File: config.mk
export PLATFORM = sky130hd
export DESIGN_NAME = timer_alarm_scheduler
export DESIGN_NICKNAME = d
export VERILOG_FILES = /design/src/rtl/timer_sched_pkg.sv /design/src/rtl/timer_alarm_slot.sv /design/src/rtl/timer_alarm_scheduler.sv
export SDC_FILE = /design/constraint.sdc
export NUM_CORES = 1
export LEC_CHECK = 0
export ABC_CLOCK_PERIOD_IN_PS = 2800
export CAP_MARGIN = 20
export CORE_AREA = 2 2 197 122
export DETAILED_ROUTE_END_ITERATION = 8
export DIE_AREA = 0 0 199 124
export GPL_TIMING_DRIVEN = 1
export PLACE_DENSITY = 0.78
export SKIP_LAST_GASP = 1
export SYNTH_ARGS = -nofsm -noshare
export SYNTH_HDL_FRONTEND = slang
export SYNTH_SLANG_ARGS = --single-unit
File: constraint.sdc
create_clock -name clock -period 2.8 [get_ports clock]
set_input_delay 0.56 -clock clock [delete_from_list [all_inputs] [get_ports clock]]
set_output_delay 0.56 -clock clock [all_outputs]
set_load 0.02 [all_outputs]
File: src/rtl/timer_sched_pkg.sv
// Shared constants for the timer alarm scheduler: register map, CTRL fields, timer regs, FSM states.
// Latency: n/a. Backpressure: n/a.
package timer_sched_pkg;
  localparam logic [3:0] ADDR_CTRL     = 4'd0;
  localparam logic [3:0] ADDR_STATUS   = 4'd1;
  localparam logic [3:0] ADDR_IRQ_EN   = 4'd2;
  localparam logic [3:0] ADDR_SNAP     = 4'd3;
  localparam logic [3:0] ADDR_CMP_BASE = 4'd4;

  localparam int CTRL_PRESC_LSB = 0;
  localparam int CTRL_PRESC_W   = 3;
  localparam int CTRL_EN_BIT    = 3;

  localparam logic [1:0] TMR_REG_CTRL  = 2'd0;
  localparam logic [1:0] TMR_REG_COUNT = 2'd1;

  typedef enum logic [2:0] {
    ST_IDLE,
    ST_CFG_WR,
    ST_POLL_RD,
    ST_POLL_WAIT,
    ST_CHECK
  } state_t;

  // Alarm is reached when the count is at most half the 32-bit range past cmp.
  function automatic logic wrap_reached(input logic [31:0] snap, input logic [31:0] cmp);
    logic [31:0] w_diff;
    w_diff = snap - cmp;
    return !w_diff[31];
  endfunction
endpackage

File: src/rtl/timer_alarm_slot.sv
// One-shot alarm channel: compare register, armed flag, wrap-safe reach test; fire is combinational.
// Latency: fire in the CHECK cycle. Backpressure: none; a load in the same cycle suppresses fire.
module timer_alarm_slot
  import timer_sched_pkg::*;
(
  input  logic        clock,
  input  logic        resetn,
  input  logic        i_load,
  input  logic [31:0] i_load_val,
  input  logic        i_check,
  input  logic [31:0] i_snap,
  output logic        o_fire,
  output logic [31:0] o_cmp
);
  logic        r_armed;
  logic [31:0] r_cmp;

  assign o_fire = i_check && r_armed && !i_load && wrap_reached(i_snap, r_cmp);
  assign o_cmp  = r_cmp;

  always_ff @(posedge clock or negedge resetn) begin
    if (!resetn) begin
      r_armed <= 1'b0;
      r_cmp   <= '0;
    end else if (i_load) begin
      r_cmp   <= i_load_val;
      r_armed <= 1'b1;
    end else if (o_fire) begin
      r_armed <= 1'b0;
    end
  end
endmodule

File: src/rtl/timer_alarm_scheduler.sv
// Polls a timer over an Avalon-MM master, forwards config, fires one-shot alarms; CPU slave, level irq.
// Latency: readdata 1 cycle, poll every 4 cycles. Backpressure: tmr_waitrequest holds the request stable.
module timer_alarm_scheduler
  import timer_sched_pkg::*;
#(
  parameter int NUM_ALARMS = 4
) (
  input  logic        clock,
  input  logic        resetn,
  input  logic [3:0]  address,
  input  logic [31:0] writedata,
  input  logic        write,
  input  logic        read,
  input  logic        chipselect,
  output logic [31:0] readdata,
  output logic        waitrequest,
  output logic [1:0]  tmr_address,
  output logic [31:0] tmr_writedata,
  output logic        tmr_write,
  output logic        tmr_read,
  output logic        tmr_chipselect,
  input  logic [31:0] tmr_readdata,
  input  logic        tmr_waitrequest,
  output logic        irq
);
  state_t                r_state;
  logic [3:0]            r_ctrl;
  logic                  r_cfg_pend;
  logic [NUM_ALARMS-1:0] r_pending;
  logic [NUM_ALARMS-1:0] r_irq_en;
  logic [31:0]           r_snap;
  logic [31:0]           r_readdata;
  logic                  r_irq;
  logic [1:0]            r_tmr_addr;
  logic [31:0]           r_tmr_wdata;
  logic                  r_tmr_write;
  logic                  r_tmr_read;
  logic                  r_tmr_cs;

  logic                  w_cs_wr;
  logic                  w_ctrl_wr;
  logic                  w_en;
  logic [2:0]            w_presc;
  logic                  w_check;
  logic [NUM_ALARMS-1:0] w_load;
  logic [NUM_ALARMS-1:0] w_fire;
  logic [NUM_ALARMS-1:0] w_w1c;
  logic [31:0]           w_cmp [NUM_ALARMS];
  logic [31:0]           w_rd;

  assign w_cs_wr   = chipselect && write;
  assign w_ctrl_wr = w_cs_wr && (address == ADDR_CTRL);
  assign w_en      = r_ctrl[CTRL_EN_BIT];
  assign w_presc   = r_ctrl[CTRL_PRESC_LSB +: CTRL_PRESC_W];
  assign w_check   = (r_state == ST_CHECK);
  assign w_w1c     = (w_cs_wr && address == ADDR_STATUS) ? writedata[NUM_ALARMS-1:0] : '0;

  for (genvar g = 0; g < NUM_ALARMS; g++) begin : g_slot
    assign w_load[g] = w_cs_wr && (address == ADDR_CMP_BASE + 4'(g));
    timer_alarm_slot u_slot (
      .clock      (clock),
      .resetn     (resetn),
      .i_load     (w_load[g]),
      .i_load_val (writedata),
      .i_check    (w_check),
      .i_snap     (r_snap),
      .o_fire     (w_fire[g]),
      .o_cmp      (w_cmp[g])
    );
  end

  always_comb begin
    w_rd = '0;
    case (address)
      ADDR_CTRL:   w_rd[3:0] = r_ctrl;
      ADDR_STATUS: w_rd[NUM_ALARMS-1:0] = r_pending;
      ADDR_IRQ_EN: w_rd[NUM_ALARMS-1:0] = r_irq_en;
      ADDR_SNAP:   w_rd = r_snap;
      default: begin
        for (int i = 0; i < NUM_ALARMS; i++) begin
          if (address == ADDR_CMP_BASE + 4'(i)) w_rd = w_cmp[i];
        end
      end
    endcase
  end

  // A fire and a W1C of the same bit in one cycle leaves the bit set.
  always_ff @(posedge clock or negedge resetn) begin
    if (!resetn) begin
      r_ctrl     <= '0;
      r_irq_en   <= '0;
      r_pending  <= '0;
      r_readdata <= '0;
      r_irq      <= 1'b0;
    end else begin
      if (w_ctrl_wr) r_ctrl <= writedata[3:0];
      if (w_cs_wr && address == ADDR_IRQ_EN) r_irq_en <= writedata[NUM_ALARMS-1:0];
      r_pending  <= (r_pending & ~w_w1c) | w_fire;
      r_readdata <= (chipselect && read) ? w_rd : '0;
      r_irq      <= |(r_pending & r_irq_en);
    end
  end

  always_ff @(posedge clock or negedge resetn) begin
    if (!resetn) begin
      r_state     <= ST_IDLE;
      r_cfg_pend  <= 1'b0;
      r_snap      <= '0;
      r_tmr_addr  <= '0;
      r_tmr_wdata <= '0;
      r_tmr_write <= 1'b0;
      r_tmr_read  <= 1'b0;
      r_tmr_cs    <= 1'b0;
    end else begin
      if (w_ctrl_wr) r_cfg_pend <= 1'b1;
      case (r_state)
        ST_IDLE: begin
          if (r_cfg_pend) begin
            r_state     <= ST_CFG_WR;
            r_tmr_cs    <= 1'b1;
            r_tmr_write <= 1'b1;
            r_tmr_addr  <= TMR_REG_CTRL;
            r_tmr_wdata <= {29'b0, w_en ? w_presc : 3'b0};
          end else if (w_en) begin
            r_state    <= ST_POLL_RD;
            r_tmr_cs   <= 1'b1;
            r_tmr_read <= 1'b1;
            r_tmr_addr <= TMR_REG_COUNT;
          end
        end
        ST_CFG_WR: begin
          if (!tmr_waitrequest) begin
            if (!w_ctrl_wr) r_cfg_pend <= 1'b0;
            r_state     <= ST_IDLE;
            r_tmr_cs    <= 1'b0;
            r_tmr_write <= 1'b0;
          end
        end
        ST_POLL_RD: begin
          if (!tmr_waitrequest) begin
            r_state    <= ST_POLL_WAIT;
            r_tmr_cs   <= 1'b0;
            r_tmr_read <= 1'b0;
          end
        end
        ST_POLL_WAIT: begin
          r_snap  <= tmr_readdata;
          r_state <= ST_CHECK;
        end
        ST_CHECK: r_state <= ST_IDLE;
        default:  r_state <= ST_IDLE;
      endcase
    end
  end

  assign readdata       = r_readdata;
  assign waitrequest    = 1'b0;
  assign tmr_address    = r_tmr_addr;
  assign tmr_writedata  = r_tmr_wdata;
  assign tmr_write      = r_tmr_write;
  assign tmr_read       = r_tmr_read;
  assign tmr_chipselect = r_tmr_cs;
  assign irq            = r_irq;
endmodule

==> impl_metrics.py, run 1 <==
metrics = {
    "worst_setup_path": {
        "crit_cells": 9,
        "max_stage_delay_ns": 0.48,
        "critical-path-slowest-cell": "dfrtp_1",
        "crit_buf_inv": 1,
        "cp.arrival_ns": 3.02,
        "r2r_cells": 9,
        "ff2ff_setup_slack_ns": 0.15,
        "start_kind": "register",
        "crit_type": "register to register",
        "critical_path.top_delay_family": "compound AO/OA/AOI/OAI gates",
        "cp.required_ns": 3.18,
        "worstPathCellList": "ha_1 > a21oi_1 > o21ai_0 > a221oi_1 > o211ai_1 > a21oi_1 > buf_4 > nor4b_1 > nor3_1",
        "crit_path_end_kind": "register",
        "worstPathMaxFanout": 6,
        "cp_common_cell": "a21oi_1",
    },
    "sta": {
        "hold_ws_ns": 0.0603,
        "hold_viol": 0,
        "finClkSkew_ns": 0.00823,
        "max_slew.worst_pin.slew_ns": 0.719,
        "fin_tns_setup_ns": 0,
        "period_minus_slack_ns": 2.65,
        "rsz0062_at_grt": "false",
        "min_period_over_period": 0.945,
        "finalSetupViolCount": 0,
        "slew_headroom": 0.521,
        "drv_slew": 0,
        "fmax_mhz": 378,
    },
    "drt": {
        "vias": 10000,
        "viasPerCell": 5.76,
        "drt_iter0_drc": 1086,
        "postRouteAntennaNets": 0,
        "wl_per_cell_um": 20.0,
        "drt_pass1_iterations": 5,
        "drc": 0,
        "routed_wl_mm": 34.8,
    },
    "synth": {
        "synth_edf_count": 0,
        "syn_area_per_cell_um2": 9.59,
        "synth_top_flop_cell": "dfrtp_1",
        "ys_seq_area_frac": 0.444,
        "synthArstFlopShare": 1.00,
        "netlist_area_mm2": 0.0124,
        "synth-seq-cells": 220,
        "synth_cell_types": 59,
        "syn_inst": 1293,
        "yosysWarnings": 0,
    },
    "final_layout": {
        "fin_nets": 1606,
        "diodes": 0,
        "register_area_mm2": 0.00551,
        "final_cell_area_mm2": 0.0147,
        "area_growth_syn_to_layout_pct": 18.7,
        "layout_commonest_cell": "nand2_1",
        "final_cell_mix": "nand2_1 (261), dfrtp_1 (220), inv_1 (126)",
        "multiInputGateArea_mm2": 0.00608,
        "nFillCells": 1803,
        "drive_gt1_frac": 0.103,
    },
    "floorplan": {
        "rows": 43,
        "start_util": 0.545,
        "coreArea_mm2": 0.0228,
        "fp.dieH_um": 124,
        "dieArea_mm2": 0.0247,
        "die_x_um": 199,
        "ioPinCount": 145,
    },
    "placement": {
        "hpwlAfterDp_mm": 24.2,
        "portBuffers": 113,
        "place.gp.congestion": 0.872,
        "dpl_cell_area_mm2": 0.0139,
    },
    "power_and_ir_drop": {
        "leakage_nw": 7.11,
        "powerDensity_mw_per_mm2": 884,
        "finalPower_mw": 13.0,
        "ir_drop_mv": 0.473,
    },
    "cts": {
        "cts_sinks": 220,
        "postCtsSetupBuffers": 0,
        "path_clk_slew_ns": 0.07,
        "numCtsBuffers": 22,
        "insertion_delay_ns": 0.51,
        "cts_tree": "built",
        "cts_htree_levels": 1,
        "ctsHoldBuffers": 0,
        "cts_resized": 0,
        "cts_buffer_depth": 3,
        "root_buffer": "clkbuf_16",
    },
    "min_path": {
        "hp-class": "primary input to async pin",
    },
    "grt": {
        "met2_usage": 0.425,
        "met1_usage": 0.431,
        "grt_start_max_net_pins": 86,
        "grt-busiest-layer": "met1",
        "grt_use_total": 0.290,
        "grt_pass1_vias": 9922,
        "grt_pass1_wl_mm": 54.6,
        "grt_antenna_before_repair": 1,
        "met3_usage": 0.0761,
        "grt_overflow": 0,
    },
    "job": {
        "max-cap-violations": 0,
    },
    "run_status": {
        "status": "complete, no violations",
    },
}
-- flip-flops by register name (all words and copies together) (netlist names) --
register	count
tmr_writedata	3
readdata	32
tmr_write	1
g_slot.u_slot.o_cmp	128
r_pending	4
g_slot.u_slot.r_armed	4
tmr_address	1
r_irq_en	4
tmr_read	1
r_snap	32
r_state	3
r_ctrl	4
irq	1
tmr_chipselect	1
r_cfg_pend	1
-- layer usage --
metal  routed length, um  share of wire
met5                  13        0.00037
met4                 667          0.019
met3                3640           0.10
met2               14600           0.42
met1               15900           0.46
-- where the power goes --
part           switching [mW]  internal (mW)
Clock                    1.28           1.93
Combinational            2.78           2.16
Sequential              0.876           3.98
Total                    4.93           8.07
-- cell usage after synthesis, types with 4 or more instances --
library cell | number | area share
clkbuf_1 | 35 | 0.011
and4_1 | 5 | 0.0035
nand2b_1 | 4 | 0.0020
o21ai_1 | 42 | 0.017
a222oi_1 | 18 | 0.015
a21o_1 | 19 | 0.012
mux2_2 | 44 | 0.040
mux4_2 | 18 | 0.033
nand3_1 | 6 | 0.0024
o21ai_0 | 96 | 0.039
a21oi_1 | 56 | 0.023
nor3_1 | 12 | 0.0048
dfrtp_1 | 220 | 0.44
inv_1 | 126 | 0.038
mux2i_1 | 24 | 0.019
nand4_1 | 17 | 0.0086
xnor2_1 | 4 | 0.0028
buf_4 | 31 | 0.019
ha_1 | 120 | 0.12
nor2b_1 | 8 | 0.0040
nand2_1 | 261 | 0.079
buf_2 | 13 | 0.0052
a221oi_1 | 4 | 0.0028
a22oi_1 | 12 | 0.0073
nor2_1 | 47 | 0.014
-- logic make-up (layout without fill, tap and decap cells) --
kind of cell	Yosys count	after routing	share of synthesized area
flip-flops	220	220	0.444
other	1	31	0.000302
adder cells (fa/ha/maj)	120	120	0.121
buffers and inverters	210	314	0.0755
XOR/XNOR	5	5	0.00353
multiplexers	86	86	0.0920
AND/OR/NAND/NOR	381	381	0.133
AO/OA/AOI/OAI	270	270	0.130
-- worst paths after layout --
check / from / end
worst max-delay path: r_snap[16]$_DFFE_PN0P_ / g_slot[3].u_slot.r_armed$_DFFE_PN0P_
worst min-delay path: resetn / g_slot[1].u_slot.o_cmp[8]$_DFFE_PN0P_
worst max register to register: r_snap[16]$_DFFE_PN0P_ / g_slot[3].u_slot.r_armed$_DFFE_PN0P_
worst min register to register: tmr_writedata[2]$_DFFE_PN0P_ / tmr_writedata[2]$_DFFE_PN0P_
max in group asynchronous: resetn / g_slot[1].u_slot.o_cmp[20]$_DFFE_PN0P_
min in group clock: tmr_writedata[2]$_DFFE_PN0P_ / tmr_writedata[2]$_DFFE_PN0P_
-- stage by stage --
step	instances	setup slack [ns]	utilization
6_report	1742	0.155	0.647
5_1_grt	1742	0.0412	0.647
4_1_cts	1742	0.197	0.647
3_5_place_dp	1703	0.182	0.612
3_3_place_gp	1703	0.181	0.612
2_1_floorplan	1323	0.652	-
-- area by class of cell --
type,count,area share
Inverter,126,0.0321
Timing Repair Buffer,149,0.100
Multi-Input combinational cell,893,0.413
Clock buffer,30,0.0450
Tap cell,315,0.0268
Clock inverter,9,0.00850
Sequential cell,220,0.374
Note: power is estimated with default switching activity, not from simulation.
==> inputs of run 2 (changes only) <==
Settings changed: PLACE_DENSITY 0.78 to 0.87.
==> run 2 against run 1 <==
Effect of this change:
- fmax rose by 1.9%
- sequential power decreased by 1%
- flip-flop and latch count is the same
- non-clock buffer count increased by 10
- final area increased by 0.38%
- sequential share of layout area fell by 0.14 points
- die area unchanged
- clock power barely moved
- critical path type unchanged
- register-to-register slack improved by 0.05 ns
- critical path depth decreased by 1
- global-route usage up 0.093 points
- combinational power up 4.9%
==> impl_metrics.py, run 2 (synthesis gave the netlist of run 1 again) <==
metrics = {
    "worst_setup_path": {
        "critical-path-slowest-cell": "or4_1",
        "cp.arrival_ns": 3.01,
        "crit_path_end_kind": "register",
        "r2r-start": "r_snap[28]$_DFFE_PN0P_",
        "ff2ff_setup_slack_ns": 0.20,
        "r2r_cells": 8,
        "cp.required_ns": 3.21,
        "max_stage_delay_ns": 0.53,
        "worstPathCellList": "ha_1 > a21o_1 > a21o_1 > a21oi_1 > o211ai_1 > or4_1 > o311a_1 > o211a_1",
        "crit_type": "register to register",
        "worstPathMaxFanout": 5,
        "timing.rr.end": "g_slot[1].u_slot.r_armed$_DFFE_PN0P_",
        "start_kind": "register",
        "cp_common_cell": "a21o_1",
    },
    "floorplan": {
        "dieArea_mm2": 0.0247,
        "coreArea_mm2": 0.0228,
        "start_util": 0.545,
        "rows": 43,
        "fp.dieH_um": 124,
        "ioPinCount": 145,
        "die_x_um": 199,
    },
    "sta": {
        "period_minus_slack_ns": 2.60,
        "drv_slew": 0,
        "finClkSkew_ns": 0.00902,
        "hold_viol": 0,
        "finalSetupViolCount": 0,
        "slew_headroom": 0.530,
        "max_slew.worst_pin.slew_ns": 0.706,
        "min_period_over_period": 0.928,
        "fmax_mhz": 385,
        "rsz0062_at_grt": "false",
        "fin_tns_setup_ns": 0,
    },
    "power_and_ir_drop": {
        "power.internal_mw": 8.14,
        "seq_power_share": 0.362,
        "finalPower_mw": 13.2,
        "p_switching_mw": 5.04,
        "ir_drop_mv": 0.560,
        "p_comb_frac": 0.393,
        "switching_share": 0.382,
        "clockPowerShare": 0.245,
        "powerDensity_mw_per_mm2": 893,
        "leakage_nw": 7.16,
    },
    "drt": {
        "viasPerCell": 5.87,
        "drt_iter0_drc": 1085,
        "drc": 0,
        "routed_wl_mm": 35.2,
        "postRouteAntennaNets": 0,
        "wl_per_cell_um": 20.1,
        "vias": 10300,
        "drt_pass1_iterations": 6,
    },
    "final_layout": {
        "drive_gt1_frac": 0.109,
        "fin_nets": 1615,
        "final_cell_mix": "nand2_1 (261), dfrtp_1 (220), inv_1 (126)",
        "nFillCells": 1799,
        "layout_commonest_cell": "nand2_1",
        "area_growth_syn_to_layout_pct": 19.1,
        "final_cell_area_mm2": 0.0148,
        "fin_util": 0.649,
        "diodes": 0,
        "largest_reg_flops": 128,
    },
    "cts": {
        "cts_htree_levels": 1,
        "cts_sinks": 220,
        "numCtsBuffers": 21,
        "insertion_delay_ns": 0.52,
        "cts_buffer_depth": 3,
        "root_buffer": "clkbuf_16",
        "path_clk_slew_ns": 0.07,
        "postCtsSetupBuffers": 0,
        "cts_tree": "built",
        "ctsHoldBuffers": 0,
    },
    "placement": {
        "dpl_cell_area_mm2": 0.0140,
        "portBuffers": 113,
        "hpwlAfterDp_mm": 25.1,
        "place.gp.congestion": 0.927,
    },
    "grt": {
        "grt_pass1_vias": 10200,
        "grt_use_total": 0.291,
        "grt_start_max_net_pins": 89,
        "grt_antenna_before_repair": 0,
        "grt_overflow": 0,
        "grt_pass1_wl_mm": 55.1,
    },
    "run_status": {
        "status": "complete, no violations",
    },
    "job": {
        "max-cap-violations": 0,
    },
    "min_path": {
        "hp-class": "primary input to async pin",
    },
}
==> run 2: what timing repair did <==
item | CTS | global route
resized for setup | 0 | 1
endpoints found under the hold margin | 0 | 0
endpoints found under the setup margin | 0 | 1
==> run 2: final cells by class <==
type | count | area (um^2) | share of cell area
Clock buffer | 29 | 626 | 0.0424
Clock inverter | 9 | 155 | 0.0105
Inverter | 126 | 473 | 0.0320
Multi-Input combinational cell | 893 | 6080 | 0.412
Sequential cell | 220 | 5510 | 0.373
Tap cell | 315 | 394 | 0.0267
Timing Repair Buffer | 159 | 1530 | 0.104
==> run 2: metal layers <==
layer,vias to the layer above,share of wire,wire (um),track usage
li1,4651,-,-,-
met1,4986,0.43,15200,0.414
met2,573,0.43,15000,0.435
met3,65,0.12,4280,0.0915
met4,2,0.019,685,0.0714
met5,-,0.0011,37,0.0123
==> run 2: critical path: cells and delay by family, from the launching register on <==
kind / cells / cell delay [ns]
AO/OA/AOI/OAI: 6 / 1.15
AND/OR/NAND/NOR: 1 / 0.53
flip-flops: 1 / 0.46
adder cells (fa/ha/maj): 1 / 0.34
==> run 2: how the worst max path moves through the flow <==
| stage | slack [ns] | endpoint | cells past startpoint | startpoint |
|---|---|---|---|---|
| 2_1_floorplan | 0.65 | g_slot[1].u_slot.r_armed$_DFFE_PN0P_ | 8 | r_snap[28]$_DFFE_PN0P_ |
| 3_3_place_gp | 0.25 | g_slot[1].u_slot.r_armed$_DFFE_PN0P_ | 8 | chipselect |
| 3_5_place_dp | 0.19 | g_slot[1].u_slot.r_armed$_DFFE_PN0P_ | 8 | chipselect |
| 4_1_cts | 0.23 | g_slot[3].u_slot.r_armed$_DFFE_PN0P_ | 8 | r_snap[18]$_DFFE_PN0P_ |
| 5_1_grt | 0.12 | r_pending[2]$_DFF_PN0_ | 8 | r_snap[26]$_DFFE_PN0P_ |
| 6_report | 0.20 | g_slot[1].u_slot.r_armed$_DFFE_PN0P_ | 8 | r_snap[28]$_DFFE_PN0P_ |
==> run 2: stage by stage <==
stage	setup slack, ns	hold WS [ns]	instances
3_3_place_gp	0.248	0.478	1713
6_report	0.203	0.0570	1751
5_1_grt	0.122	0.111	1751
4_1_cts	0.235	0.0861	1751
3_5_place_dp	0.194	0.475	1713
2_1_floorplan	0.652	0.264	1323
==> run 2: power by group through the flow <==
stage | clock network, mW | logic, mW | registers [mW]
after global placement | 0 | 4.69 | 4.74
after detailed placement | 0 | 4.98 | 4.78
after global routing | 3.38 | 5.76 | 4.86
final | 3.23 | 5.18 | 4.78
after floorplan | 0 | 3.17 | 4.64
after CTS | 3.25 | 5.06 | 4.74
